--- config.mk ---
export PLATFORM = sky130hd
export DESIGN_NAME = bcd_updown_counter_n
export DESIGN_NICKNAME = d
export VERILOG_FILES = /design/src/rtl/bcd_updown_counter_n.sv
export SDC_FILE = /design/constraint.sdc
export NUM_CORES = 1
export LEC_CHECK = 0
export CAP_MARGIN = 30
export CELL_PAD_IN_SITES_DETAIL_PLACEMENT = 1
export CELL_PAD_IN_SITES_GLOBAL_PLACEMENT = 2
export CORE_ASPECT_RATIO = 0.7
export CORE_MARGIN = 1
export CORE_UTILIZATION = 32
export CTS_CLUSTER_DIAMETER = 150
export CTS_CLUSTER_SIZE = 25
export DETAILED_ROUTE_END_ITERATION = 8
export MAX_ROUTING_LAYER = met4
export PLACE_DENSITY = 0.95
export RECOVER_POWER = 50
export SLEW_MARGIN = 20
export SYNTH_ARGS = -nofsm -noshare
export SYNTH_HDL_FRONTEND = slang
export SYNTH_SLANG_ARGS = --single-unit
--- constraint.sdc ---
create_clock -name clk -period 5.37 [get_ports clk]
set_clock_uncertainty 0.2 [all_clocks]
set_input_delay 1.074 -clock clk [delete_from_list [all_inputs] [get_ports clk]]
set_output_delay 1.074 -clock clk [all_outputs]
set_load 0.02 [all_outputs]
--- src/rtl/bcd_updown_counter_n.sv ---
// Multi-digit BCD up/down counter with enable, synchronous clear, validated
// parallel load, terminal-count output and a wrap/saturate event pulse.
// Digit i lives in bits [4i+3:4i]; digit 0 is least significant.
module bcd_updown_counter_n #(
    parameter int DIGITS = 4,
    parameter bit WRAP   = 1'b1
) (
    input  logic                  clk,
    input  logic                  reset,
    input  logic                  en,
    input  logic                  up_dn,
    input  logic                  sclr,
    input  logic                  load,
    input  logic [4*DIGITS-1:0]   load_val,
    output logic [4*DIGITS-1:0]   Q,
    output logic                  tc,
    output logic                  ovf,
    output logic                  load_err
);

    localparam int W = 4 * DIGITS;

    logic [W-1:0] count_next;
    logic         all_nine;
    logic         all_zero;
    logic         load_ok;
    logic         at_term;
    logic         ripple;
    logic [3:0]   digit;

    // Decode the current count for terminal detection and check load digits are BCD
    always_comb begin
        all_nine = 1'b1;
        all_zero = 1'b1;
        load_ok  = 1'b1;
        for (int i = 0; i < DIGITS; i++) begin
            if (Q[4*i +: 4] != 4'd9) all_nine = 1'b0;
            if (Q[4*i +: 4] != 4'd0) all_zero = 1'b0;
            if (load_val[4*i +: 4] > 4'd9) load_ok = 1'b0;
        end
    end

    assign at_term = up_dn ? all_nine : all_zero;
    assign tc      = en & at_term;

    // Ripple a carry (up) or borrow (down) through the decades, starting at digit 0
    always_comb begin
        count_next = Q;
        ripple     = 1'b1;
        digit      = 4'd0;
        for (int i = 0; i < DIGITS; i++) begin
            digit = Q[4*i +: 4];
            if (ripple) begin
                if (up_dn) begin
                    count_next[4*i +: 4] = (digit == 4'd9) ? 4'd0 : digit + 4'd1;
                    ripple               = (digit == 4'd9);
                end else begin
                    count_next[4*i +: 4] = (digit == 4'd0) ? 4'd9 : digit - 4'd1;
                    ripple               = (digit == 4'd0);
                end
            end
        end
    end

    // Count register and event pulses; priority is clear, then load, then count
    always_ff @(posedge clk or posedge reset) begin
        if (reset) begin
            Q        <= '0;
            ovf      <= 1'b0;
            load_err <= 1'b0;
        end else if (sclr) begin
            Q        <= '0;
            ovf      <= 1'b0;
            load_err <= 1'b0;
        end else if (load) begin
            if (load_ok) Q <= load_val;
            ovf      <= 1'b0;
            load_err <= ~load_ok;
        end else if (en) begin
            // In saturate mode the count parks at the terminal value but still flags the event
            if (!(at_term && !WRAP)) Q <= count_next;
            ovf      <= at_term;
            load_err <= 1'b0;
        end else begin
            ovf      <= 1'b0;
            load_err <= 1'b0;
        end
    end

endmodule

# Word-level counts from Yosys, hierarchy flattened
# Index checks and enable logic that the tools add are counted.
# word_totals
regBits	18
inputBits	22
out_inout_bits	19
# op_classes
n_addsub	8
n_lt_le_gt_ge	4
n_eq_ne	9
mux	42
n_bitwise	2
reduce_logical	16
# ops
op	n
$mux W16	4
$mux W4	15
$mux W1	23
$add A4 B1 Y4 const B	4
$eq A4 B4 Y1 const B	4
$gt A4 B4 Y1 const B	4
$logic_not A4 Y1	4
$ne A4 B4 Y1 const B	4
$reduce_bool A4 Y1	4
$sub A4 B1 Y4 const B	4
$reduce_bool A3 Y1	4
$reduce_and A3 Y1	3
$ne A3 B2 Y1 const B	1
$reduce_and A2 Y1	1
$and A1 B1 Y1	1
$not A1 Y1	1

# Logic depth before layout (Yosys ltp)
# Gate-level depths: netlist of the first run.
# depth
word_depth	9
depth_mapped	7
ltp_nobuf	7

# Worst setup path before layout of the first run
# Ideal clock, no wire load.
# synth_timing
path_kind	input to output
startpoint	input up_dn
endpoint	output tc
t_arrival_ns	2.114
required_time_ns	4.096
path_slack_ns	1.982
cell_stages	6
cell_sequence	buf_2 -> buf_2 -> nand4b_1 -> nor3_1 -> o22a_1 -> and2_1
# synth_between
elab_chain_len	2
# synth_lines
element	line	rtl
start: declaration	11	input logic up_dn,
$mux W1	43	assign at_term = up_dn ? all_nine : all_zero;
$and A1 B1 Y1	44	assign tc = en & at_term;
end: declaration	16	output logic tc,
# Every way passes these cells.

# Final worst setup path of the first run
# Same ends and word-level chain as after synthesis.

==> qor.yml, run 1 <==
logic_synthesis:
  synth_flop_cell: "dfrtp_1"
  ys_async_sr_fraction_pct: 100
  syn_area_um2: 1910
  seq_area_frac_synth_pct: 23.6
  ys_warn_count: 0
  syn_nets: 266
  synth_cell_types: 55
  syn_area_per_cell_um2: 8.28
  synth_edf_count: 0
  synth_cells: 231
  synth-seq-cells: 18
detailed_routing:
  via_per_inst: 5.46
  ant_nets: 0
  wirelength_um: 5800
  wl_per_cell_um: 17.3
  drt_iter0_drc: 63
  first_pass_iters: 4
  drc: 0
  vias: 1835
sta:
  worstMarginPinSlew_ns: 0.905
  finalSetupTns_ns: 0
  hold_viol: 0
  maxSlewViolCount: 0
  setup_violations: 0
  period_minus_slack_ns: 4.52
  max_freq_mhz: 221
  period_share_pct: 84.1
  grt_setup_unrepaired: "no"
  slew_headroom_pct: 39.5
finish:
  seq_area_um2: 450
  fin_area_um2: 2360
  multiInputGateArea_um2: 1270
  final_layout_size_suffix_gt1_share_pct: 9.20
  area_growth_pct: 23.6
  post-route-util_pct: 41.0
  num_antenna_cells: 0
  final_nets: 297
  nFillCells: 712
  final-instance-count-excl-fill: 336
grt:
  track_usage_pct: 20.4
  use_met3_pct: 3.88
  grt_pass1_wl_um: 9610
  gr-usage-met2_pct: 32.0
  grt-ovfl-total: 0
  antenna_found_initial: 0
  grt_max_degree: 34
  top_usage_layer: "met2"
  grt_pass1_vias: 1832
  use_met1_pct: 27.8
clock_tree:
  clkSinkCount: 18
  postCtsSetupRepairBufs: 0
  path_clk_slew_ns: 0.08
  cts_resized: 0
  cts_tree: "done"
  hold_buffers: 0
  cts_buffer_depth: 2
  ctsRootBufferMaster: "clkbuf_8"
  h-tree-depth: 1
  numCtsBuffers: 3
  clock_latency_ns: 0.26
critical_path:
  cp_max_fo: 33
  reg2reg_depth: 7
  arrival_ns: 3.24
  r2r_end: "Q[14]"
  startpoint_type: "primary input"
  critPathCaptureType: "primary output"
  reg2reg_slack_ns: 2.72
  rr_startpoint: "Q[0]"
  required_ns: 4.10
  crit_type: "in -> out"
floorplanning:
  rows: 23
  dieArea_um2: 6290
  dieWidth_um: 94.4
  start_util_pct: 33.2
  io_pins: 41
  die_y_um: 66.7
  core_um2: 5760
power:
  p_leak_nw: 0.979
  ir_drop_v: 0.000108
  powerDensity_nw_per_um2: 261
place:
  place_inst: 332
  port_buffers: 40
  placed_area_um2: 2310
  finalWeightedCongestion: 0.800
  hpwlAfterDp_um: 4250
run:
  drv_cap: 0
run_status:
  status: "finished, final reports clean"
hold_path:
  min_from: "Q[5]"
  min_path_cells: 2
  hold_path.class: "reg -> reg"
  whs_endpoint: "Q[5]"
critical path: stages:
cell,delay (ns)
clkdlybuf4s50_1,0.50
buf_4,0.34
nand4b_1,0.17
nor3_1,0.21
o22a_1,0.21
and2_1,0.14
clkdlybuf4s50_1,0.60
report_power, final:
part	internal (mW)	switching (mW)	total [mW]
Sequential	0.155	0.0495	0.204
Clock	0.0654	0.0549	0.120
Combinational	0.139	0.154	0.293
Total	0.359	0.259	0.618
cell usage after synthesis (2+ instances only):
library cell	n	share of area, %
nor3_1	8	2.1
a31oi_1	5	1.6
buf_6	4	2.4
ha_1	13	8.5
nand2b_1	5	1.6
nand3b_1	2	0.79
clkbuf_8	2	1.4
a21oi_1	13	3.4
o31ai_1	6	2.4
a311o_1	3	1.6
buf_2	3	0.79
nor3b_1	2	0.79
dfrtp_1	18	24
a21oi_4	2	1.7
o211ai_1	2	0.79
nor2b_1	9	2.9
a22o_2	2	1.0
inv_1	20	3.9
nand3_1	9	2.4
and3b_1	2	0.92
xor2_1	2	0.92
o21ai_0	16	4.2
nand2_1	18	3.5
mux2i_1	4	2.1
nand4b_1	2	0.92
nor2_1	15	2.9
mux2_2	7	4.1
clkbuf_1	6	1.2
and2_1	3	0.98
a32oi_1	3	1.4
routing by layer:
layer | share of wire (%) | routed length [um]
met1 | 52 | 3010
met3 | 4.2 | 242
met5 | 0 | 0
met4 | 0.33 | 19
met2 | 44 | 2530
area by class of cell:
type                            instances  area share, %
Timing Repair Buffer                   42           17.6
Tap cell                               75           3.97
Multi-Input combinational cell        177           53.9
Inverter                               20           3.18
Clock buffer                            4           2.33
Sequential cell                        18           19.1
sequential cells by signal, indices dropped and copies added, names as in the netlist:
name / cells
ovf: 1
load_err: 1
Q: 16
worst max-delay path by stage:
stage | slack [ns] | end | cells past startpoint | start
floorplan | 1.98 | tc | 6 | up_dn
global placement | 0.90 | tc | 7 | up_dn
detailed placement | 0.86 | tc | 7 | up_dn
CTS | 0.84 | tc | 7 | up_dn
global route | 0.71 | tc | 7 | up_dn
finish | 0.85 | tc | 7 | up_dn
through the flow:
step	hold slack, ns	power [mW]	setup slack [ns]
after global routing	0.479	0.664	0.705
final	0.437	0.618	0.852
after floorplan	0.466	0.400	1.98
after global placement	0.404	0.494	0.903
after CTS	0.456	0.626	0.838
after detailed placement	0.428	0.502	0.860
cell families (layout without fill, tap and decap cells):
| group | count (synthesis) | in the layout | synth area share (%) |
|---|---|---|---|
| compound gates | 65 | 65 | 24.5 |
| xor+xnor | 3 | 3 | 1.37 |
| fa+ha+maj | 13 | 13 | 8.51 |
| buf+inv | 36 | 66 | 9.88 |
| flops | 18 | 18 | 23.6 |
| mux | 12 | 12 | 7.59 |
| simple gates | 84 | 84 | 24.6 |
placed cells by master, fill, tap and decap left out, drive strengths merged, types with 3 or more instances in the layout:
cell type / n
clkdlybuf4s50: 30
inv: 20
dfrtp: 18
nand2: 18
o21ai: 16
a21oi: 16
nor2: 15
ha: 13
dlygate4sd3: 10
nand3: 9
nor2b: 9
nor3: 8
mux2: 7
o31ai: 6
nand2b: 5
a31oi: 5
mux2i: 4
clkbuf: 4
a311o: 3
a32oi: 3
and2: 3
a22o: 3
nand3b: 3
Note: power is estimated with default switching activity, not from simulation.
==> inputs of run 2 (changes only) <==
--- a/config.mk
+++ b/config.mk
@@ -10,12 +10,12 @@
 export CELL_PAD_IN_SITES_GLOBAL_PLACEMENT = 2
 export CORE_ASPECT_RATIO = 0.7
 export CORE_MARGIN = 1
-export CORE_UTILIZATION = 32
+export CORE_UTILIZATION = 27
 export CTS_CLUSTER_DIAMETER = 150
 export CTS_CLUSTER_SIZE = 25
 export DETAILED_ROUTE_END_ITERATION = 8
 export MAX_ROUTING_LAYER = met4
-export PLACE_DENSITY = 0.95
+export PLACE_DENSITY = 0.87
 export RECOVER_POWER = 50
 export SLEW_MARGIN = 20
 export SYNTH_ARGS = -nofsm -noshare
==> constraint.sdc (replaced) <==
create_clock -name clk -period 3.65 [get_ports clk]
set_clock_uncertainty 0.2 [all_clocks]
set_input_delay 0.73 -clock clk [delete_from_list [all_inputs] [get_ports clk]]
set_output_delay 0.73 -clock clk [all_outputs]
set_load 0.02 [all_outputs]
==> qor.yml, run 2 (same netlist as run 1, synthesis figures left out) <==
run_status:
  status: "finished, final reports clean"  # unchanged
sta:
  slew_headroom_pct: 49.6  # was 39.5%
  worstMarginPinSlew_ns: 0.756  # was 0.905 ns
  grt_setup_unrepaired: "no"  # unchanged
  period_share_pct: 87.6
  whs_ns: 0.385  # was 0.437 ns
  hold_viol: 0  # unchanged
  setup_violations: 0  # unchanged
  maxSlewViolCount: 0  # unchanged
  max_freq_mhz: 313
  period_minus_slack_ns: 3.20
  finalSetupTns_ns: 0  # unchanged
  layout_setup_ws_ns: 0.453  # was 0.852 ns
critical_path:
  cp_cell_sequence: "clkdlybuf4s50_1 -> nor2b_1 -> nand3_1 -> nor4b_2 -> o22a_1 -> and2_1 -> dlymetal6s2s_1"  # was clkdlybuf4s50_1 -> buf_4 -> nand4b_1 -> nor3_1 -> o22a_1 -> and2_1 -> clkdlybuf4s50_1
  worst_path_largest_cell_delay_ns: 0.43  # was 0.60 ns
  slowest_stage: "clkdlybuf4s50_1"  # unchanged
  cp_max_fo: 2  # was 33
  critPathCaptureType: "primary output"  # unchanged
  crit_type: "in -> out"  # unchanged
  arrival_ns: 2.27  # was 3.24 ns
  crit_buf_inv: 2  # was 3
  required_ns: 2.72  # was 4.10 ns
  cp_top_family: "simple AND/OR/NAND/NOR gates"  # was buffers and inverters
  startpoint_type: "primary input"  # unchanged
grt:
  grt_pass1_vias: 1955  # was 1832
  grt-ovfl-total: 0  # unchanged
  antenna_found_initial: 0  # unchanged
  grt_pass1_wl_um: 10000  # was 9610 um
  grt_max_degree: 33  # was 34
  track_usage_pct: 18.1  # was 20.4%
power:
  ir_drop_v: 0.000161  # was 0.000108 V
  combinationalPowerShare_pct: 50.7  # was 47.5%
  clkPwrFrac_pct: 18.9  # was 19.5%
  intPower_uw: 546  # was 359 uW
  report.power.total_uw: 927  # was 618 uW
  p_switching_uw: 381  # was 259 uW
  powerDensity_nw_per_um2: 378  # was 261 nW/um2
  seq_power_share_pct: 30.4  # was 33.1%
  p_leak_nw: 1.03  # was 0.979 nW
  switching_share_pct: 41.1  # was 41.9%
place:
  finalWeightedCongestion: 0.826  # was 0.800
  placed_area_um2: 2380  # was 2310 um2
  hpwlAfterDp_um: 4450  # was 4250 um
  pre_cts_slack_ns: 0.00711  # was 0.860 ns
  port_buffers: 40  # unchanged
  place_inst: 358  # was 332
detailed_routing:
  wl_per_cell_um: 16.3  # was 17.3 um
  drc: 0  # unchanged
  ant_nets: 0  # unchanged
  drt_iter0_drc: 88  # was 63
  via_per_inst: 5.08  # was 5.46
  first_pass_iters: 4  # unchanged
  vias: 1843  # was 1835
  wirelength_um: 5930  # was 5800 um
finish:
  num_antenna_cells: 0  # unchanged
  final_layout_size_suffix_gt1_share_pct: 12.3  # was 9.20%
  seq_area_um2: 450  # unchanged
  mostFrequentLayoutCells: "clkdlybuf4s50_1 (30), inv_1 (20), dfrtp_1 (18), nand2_1 (18), o21ai_0 (16)"  # unchanged
  final_common_cell: "clkdlybuf4s50_1"  # unchanged
  multiInputGateArea_um2: 1280  # was 1270 um2
  largest_reg_flops: 16  # unchanged
  fin_area_um2: 2460  # was 2360 um2
  nFillCells: 833  # was 712
  reg_top3: "Q x16, load_err x1, ovf x1"  # unchanged
  area_growth_pct: 28.5  # was 23.6%
  final_nets: 305  # was 297
  final-instance-count-excl-fill: 363  # was 336
  top_register: "Q"  # unchanged
  post-route-util_pct: 36.2  # was 41.0%
clock_tree:
  clock_latency_ns: 0.26  # about the same
  numCtsBuffers: 3  # unchanged
  path_clk_slew_ns: 0.08  # about the same
  cts_tree: "done"  # unchanged
  cts_buffer_depth: 2  # unchanged
  ctsRootBufferMaster: "clkbuf_8"  # unchanged
  clkSinkCount: 18  # unchanged
  postCtsSetupRepairBufs: 0  # unchanged
  h-tree-depth: 1  # unchanged
floorplanning:
  rows: 25  # was 23
  start_util_pct: 28.2  # was 33.2%
  dieWidth_um: 103  # was 94.4 um
  io_pins: 41  # unchanged
  dieArea_um2: 7430  # was 6290 um2
  die_y_um: 72.4  # was 66.7 um
  core_um2: 6790  # was 5760 um2
run:
  drv_cap: 0  # unchanged
hold_path:
  hold_path.class: "reg -> reg"  # unchanged
## run 2: layout make-up
| type | count | area share [%] |
|---|---|---|
| timing repair buffer | 50 | 19.3 |
| clock buffer | 4 | 2.24 |
| tap | 94 | 4.79 |
| sequential | 18 | 18.3 |
| inverter | 20 | 3.06 |
| multi-input combinational | 177 | 52.3 |
## run 2: path summary, 6_finish.rpt
path,startpoint,end,slack (ns),cells past startpoint
min,Q[8],Q[8],0.39,2
min reg2reg,Q[8],Q[8],0.39,2
max reg2reg,Q[0],Q[14],1.08,7
min in group asynchronous,reset,Q[1],0.64,2
max in group asynchronous,reset,Q[13],1.63,3
max,up_dn,tc,0.45,7
## run 2: worst min-delay path, stage by stage (launching register included)
cell	delay, ns
dfrtp_1	0.35
inv_1	0.07
mux2i_1	0.12
## run 2: power by group through the flow
stage	sequential [mW]	clock, mW	combinational [mW]
final	0.282	0.175	0.470
after global routing	0.291	0.195	0.517
after CTS	0.282	0.187	0.476
after detailed placement	0.285	0	0.472
after global placement	0.284	0	0.463
after floorplan	0.302	0	0.287
## run 2: routing by layer
metal | share of wire [%] | track usage (%) | wire length (um)
met5 | 0 | - | 0
met4 | 0.29 | 1.90 | 17
met3 | 3.4 | 2.70 | 203
met2 | 43 | 27.7 | 2580
met1 | 53 | 25.8 | 3130
## run 2: what timing repair did
item / in CTS / in global routing
resized for setup: 1 / 2
endpoints found under the setup margin: 1 / 1
pin swaps: 0 / 0
hold buffers: 0 / 0
==> inputs of run 3 (changes only) <==
--- a/config.mk
+++ b/config.mk
@@ -14,8 +14,9 @@
 export CTS_CLUSTER_DIAMETER = 150
 export CTS_CLUSTER_SIZE = 25
 export DETAILED_ROUTE_END_ITERATION = 8
+export GPL_TIMING_DRIVEN = 0
 export MAX_ROUTING_LAYER = met4
-export PLACE_DENSITY = 0.87
+export PLACE_DENSITY = 0.83
 export RECOVER_POWER = 50
 export SLEW_MARGIN = 20
 export SYNTH_ARGS = -nofsm -noshare
==> qor.yml, run 3 (same netlist as run 1, synthesis figures left out) <==
critical_path:
  startpoint_type: "flip-flop"  # was primary input
  cp_max_fo: 8  # was 2
  arrival_ns: 2.47  # was 2.27 ns
  slowest_stage: "dfrtp_1"  # was clkdlybuf4s50_1
  worst_path_largest_cell_delay_ns: 0.48  # was 0.43 ns
  cp_cell_sequence: "inv_1 -> ha_1 -> nor3b_2 -> nand3_1 -> nor4b_1 -> o22a_1 -> and2_1 -> dlygate4sd2_1"  # was clkdlybuf4s50_1 -> nor2b_1 -> nand3_1 -> nor4b_2 -> o22a_1 -> and2_1 -> dlymetal6s2s_1
  reg2reg_depth: 7  # unchanged
  required_ns: 2.72  # about the same
  critPathCaptureType: "primary output"  # unchanged
  reg2reg_slack_ns: 1.08  # about the same
  crit_type: "reg -> out"  # was in -> out
place:
  hpwlAfterDp_um: 4770  # was 4450 um
  finalWeightedCongestion: 0.832  # was 0.826
  placed_area_um2: 2420  # was 2380 um2
  place_inst: 364  # was 358
  port_buffers: 39  # was 40
finish:
  final-instance-count-excl-fill: 368  # was 363
  top_register: "Q"  # unchanged
  largest_reg_flops: 16  # unchanged
  num_antenna_cells: 0  # unchanged
  fin_area_um2: 2480  # was 2460 um2
  final_common_cell: "clkdlybuf4s50_1"  # unchanged
  mostFrequentLayoutCells: "clkdlybuf4s50_1 (27), inv_1 (20), dfrtp_1 (18), nand2_1 (18), o21ai_0 (16)"  # was clkdlybuf4s50_1 (30), inv_1 (20), dfrtp_1 (18), nand2_1 (18), o21ai_0 (16)
  final_nets: 310  # was 305
  final_layout_size_suffix_gt1_share_pct: 12.0  # was 12.3%
  area_growth_pct: 30.0  # was 28.5%
  nFillCells: 835  # was 833
  multiInputGateArea_um2: 1280  # about the same
  reg_top3: "Q x16, load_err x1, ovf x1"  # unchanged
  seq_area_um2: 450  # unchanged
sta:
  max_freq_mhz: 294  # was 313 MHz
  setup_violations: 0  # unchanged
  hold_viol: 0  # unchanged
  maxSlewViolCount: 0  # unchanged
  period_share_pct: 93.1  # was 87.6%
  period_minus_slack_ns: 3.40  # was 3.20 ns
  whs_ns: 0.443  # was 0.385 ns
  worstMarginPinSlew_ns: 0.783  # was 0.756 ns
  grt_setup_unrepaired: "no"  # unchanged
  slew_headroom_pct: 47.8  # was 49.6%
grt:
  grt-ovfl-total: 0  # unchanged
  grt_max_degree: 19  # was 33
  grt_pass1_vias: 1947  # was 1955
  antenna_found_initial: 0  # unchanged
  track_usage_pct: 19.0  # was 18.1%
  grt_pass1_wl_um: 10400  # was 10000 um
floorplanning:
  start_util_pct: 28.2  # unchanged
  core_um2: 6790  # unchanged
  die_y_um: 72.4  # unchanged
  dieWidth_um: 103  # unchanged
  io_pins: 41  # unchanged
  rows: 25  # unchanged
  dieArea_um2: 7430  # unchanged
hold_path:
  hold_path.class: "reg -> reg"  # unchanged
  min_path_cells: 2  # unchanged
detailed_routing:
  wl_per_cell_um: 17.0  # was 16.3 um
  vias: 1884  # was 1843
  drc: 0  # unchanged
  wirelength_um: 6250  # was 5930 um
  ant_nets: 0  # unchanged
  via_per_inst: 5.12  # was 5.08
  first_pass_iters: 4  # unchanged
  drt_iter0_drc: 78  # was 88
clock_tree:
  path_clk_slew_ns: 0.09  # was 0.08 ns
  numCtsBuffers: 3  # unchanged
  hold_buffers: 0  # unchanged
  postCtsSetupRepairBufs: 0  # unchanged
  cts_buffer_depth: 2  # unchanged
  clkSinkCount: 18  # unchanged
  cts_tree: "done"  # unchanged
  h-tree-depth: 1  # unchanged
  clock_latency_ns: 0.27  # was 0.26 ns
  ctsRootBufferMaster: "clkbuf_8"  # unchanged
power:
  ir_drop_v: 0.000153  # was 0.000161 V
  powerDensity_nw_per_um2: 379  # was 378 nW/um2
  p_leak_nw: 1.04  # was 1.03 nW
run_status:
  status: "finished, final reports clean"  # unchanged
run:
  drv_cap: 0  # unchanged
[run 3: cell count changes in the layout (fill, tap and decap cells not counted), sizes merged]
| cell | before | now |
|---|---|---|
| clkbuf | 5 | 12 |
| dlygate4sd2 | 0 | 1 |
| dlygate4sd3 | 9 | 10 |
| buf | 9 | 8 |
| clkdlybuf4s15 | 0 | 1 |
| clkdlybuf4s50 | 30 | 27 |
| dlymetal6s2s | 1 | 0 |
[run 3: critical path: cells and delay by family (launching register included)]
kind	cells	cell delay (ns)
compound gates	1	0.19
fa+ha+maj	1	0.23
buf+inv	2	0.46
flops	1	0.48
simple gates	4	0.84
[run 3: metrics by stage]
stage	total power [mW]	setup TNS (ns)	setup slack (ns)	util [%]
after floorplan	0.589	0	0.915	-
after global placement	0.753	-0.583	-0.583	35.6
after detailed placement	0.764	-0.595	-0.595	35.6
after CTS	0.951	0	0.230	36.6
after global routing	1.01	0	0.0658	36.6
final	0.941	0	0.250	36.6
[run 3: cell type report]
cell class	instances	share of cell area, %
timing repair buffer	39	15.7
sequential	18	18.1
tap	94	4.73
buffer	16	4.78
multi-input combinational	177	51.4
inverter	20	3.02
clock buffer	4	2.22
[run 3: per-layer routing]
layer / global-route usage, % / vias to the layer above / wire length, um
li1: - / 912 / -
met1: 27.5 / 918 / 3170
met2: 27.2 / 48 / 2780
met3: 2.79 / 6 / 252
met4: 4.92 / 0 / 40
met5: - / - / 0
[run 3: report_power, final]
| group | switching, mW | leakage, nW | internal, mW |
|---|---|---|---|
| Combinational | 0.260 | 0.773 | 0.224 |
| Clock | 0.0877 | 0.0288 | 0.0964 |
| Sequential | 0.0440 | 0.235 | 0.228 |
[run 3: what timing repair did]
item | CTS | global route
endpoints found under the setup margin | 1 | 0
resized for setup | 7 | 0
endpoints found under the hold margin | 0 | 0
[run 3: final timing paths]
path / from / end
setup / recovery: Q[8] / tc
hold / removal: Q[5] / Q[5]
setup reg to reg: Q[0] / Q[9]
hold reg to reg: Q[5] / Q[5]
max in group asynchronous: reset / Q[14]
min in group asynchronous: reset / Q[5]
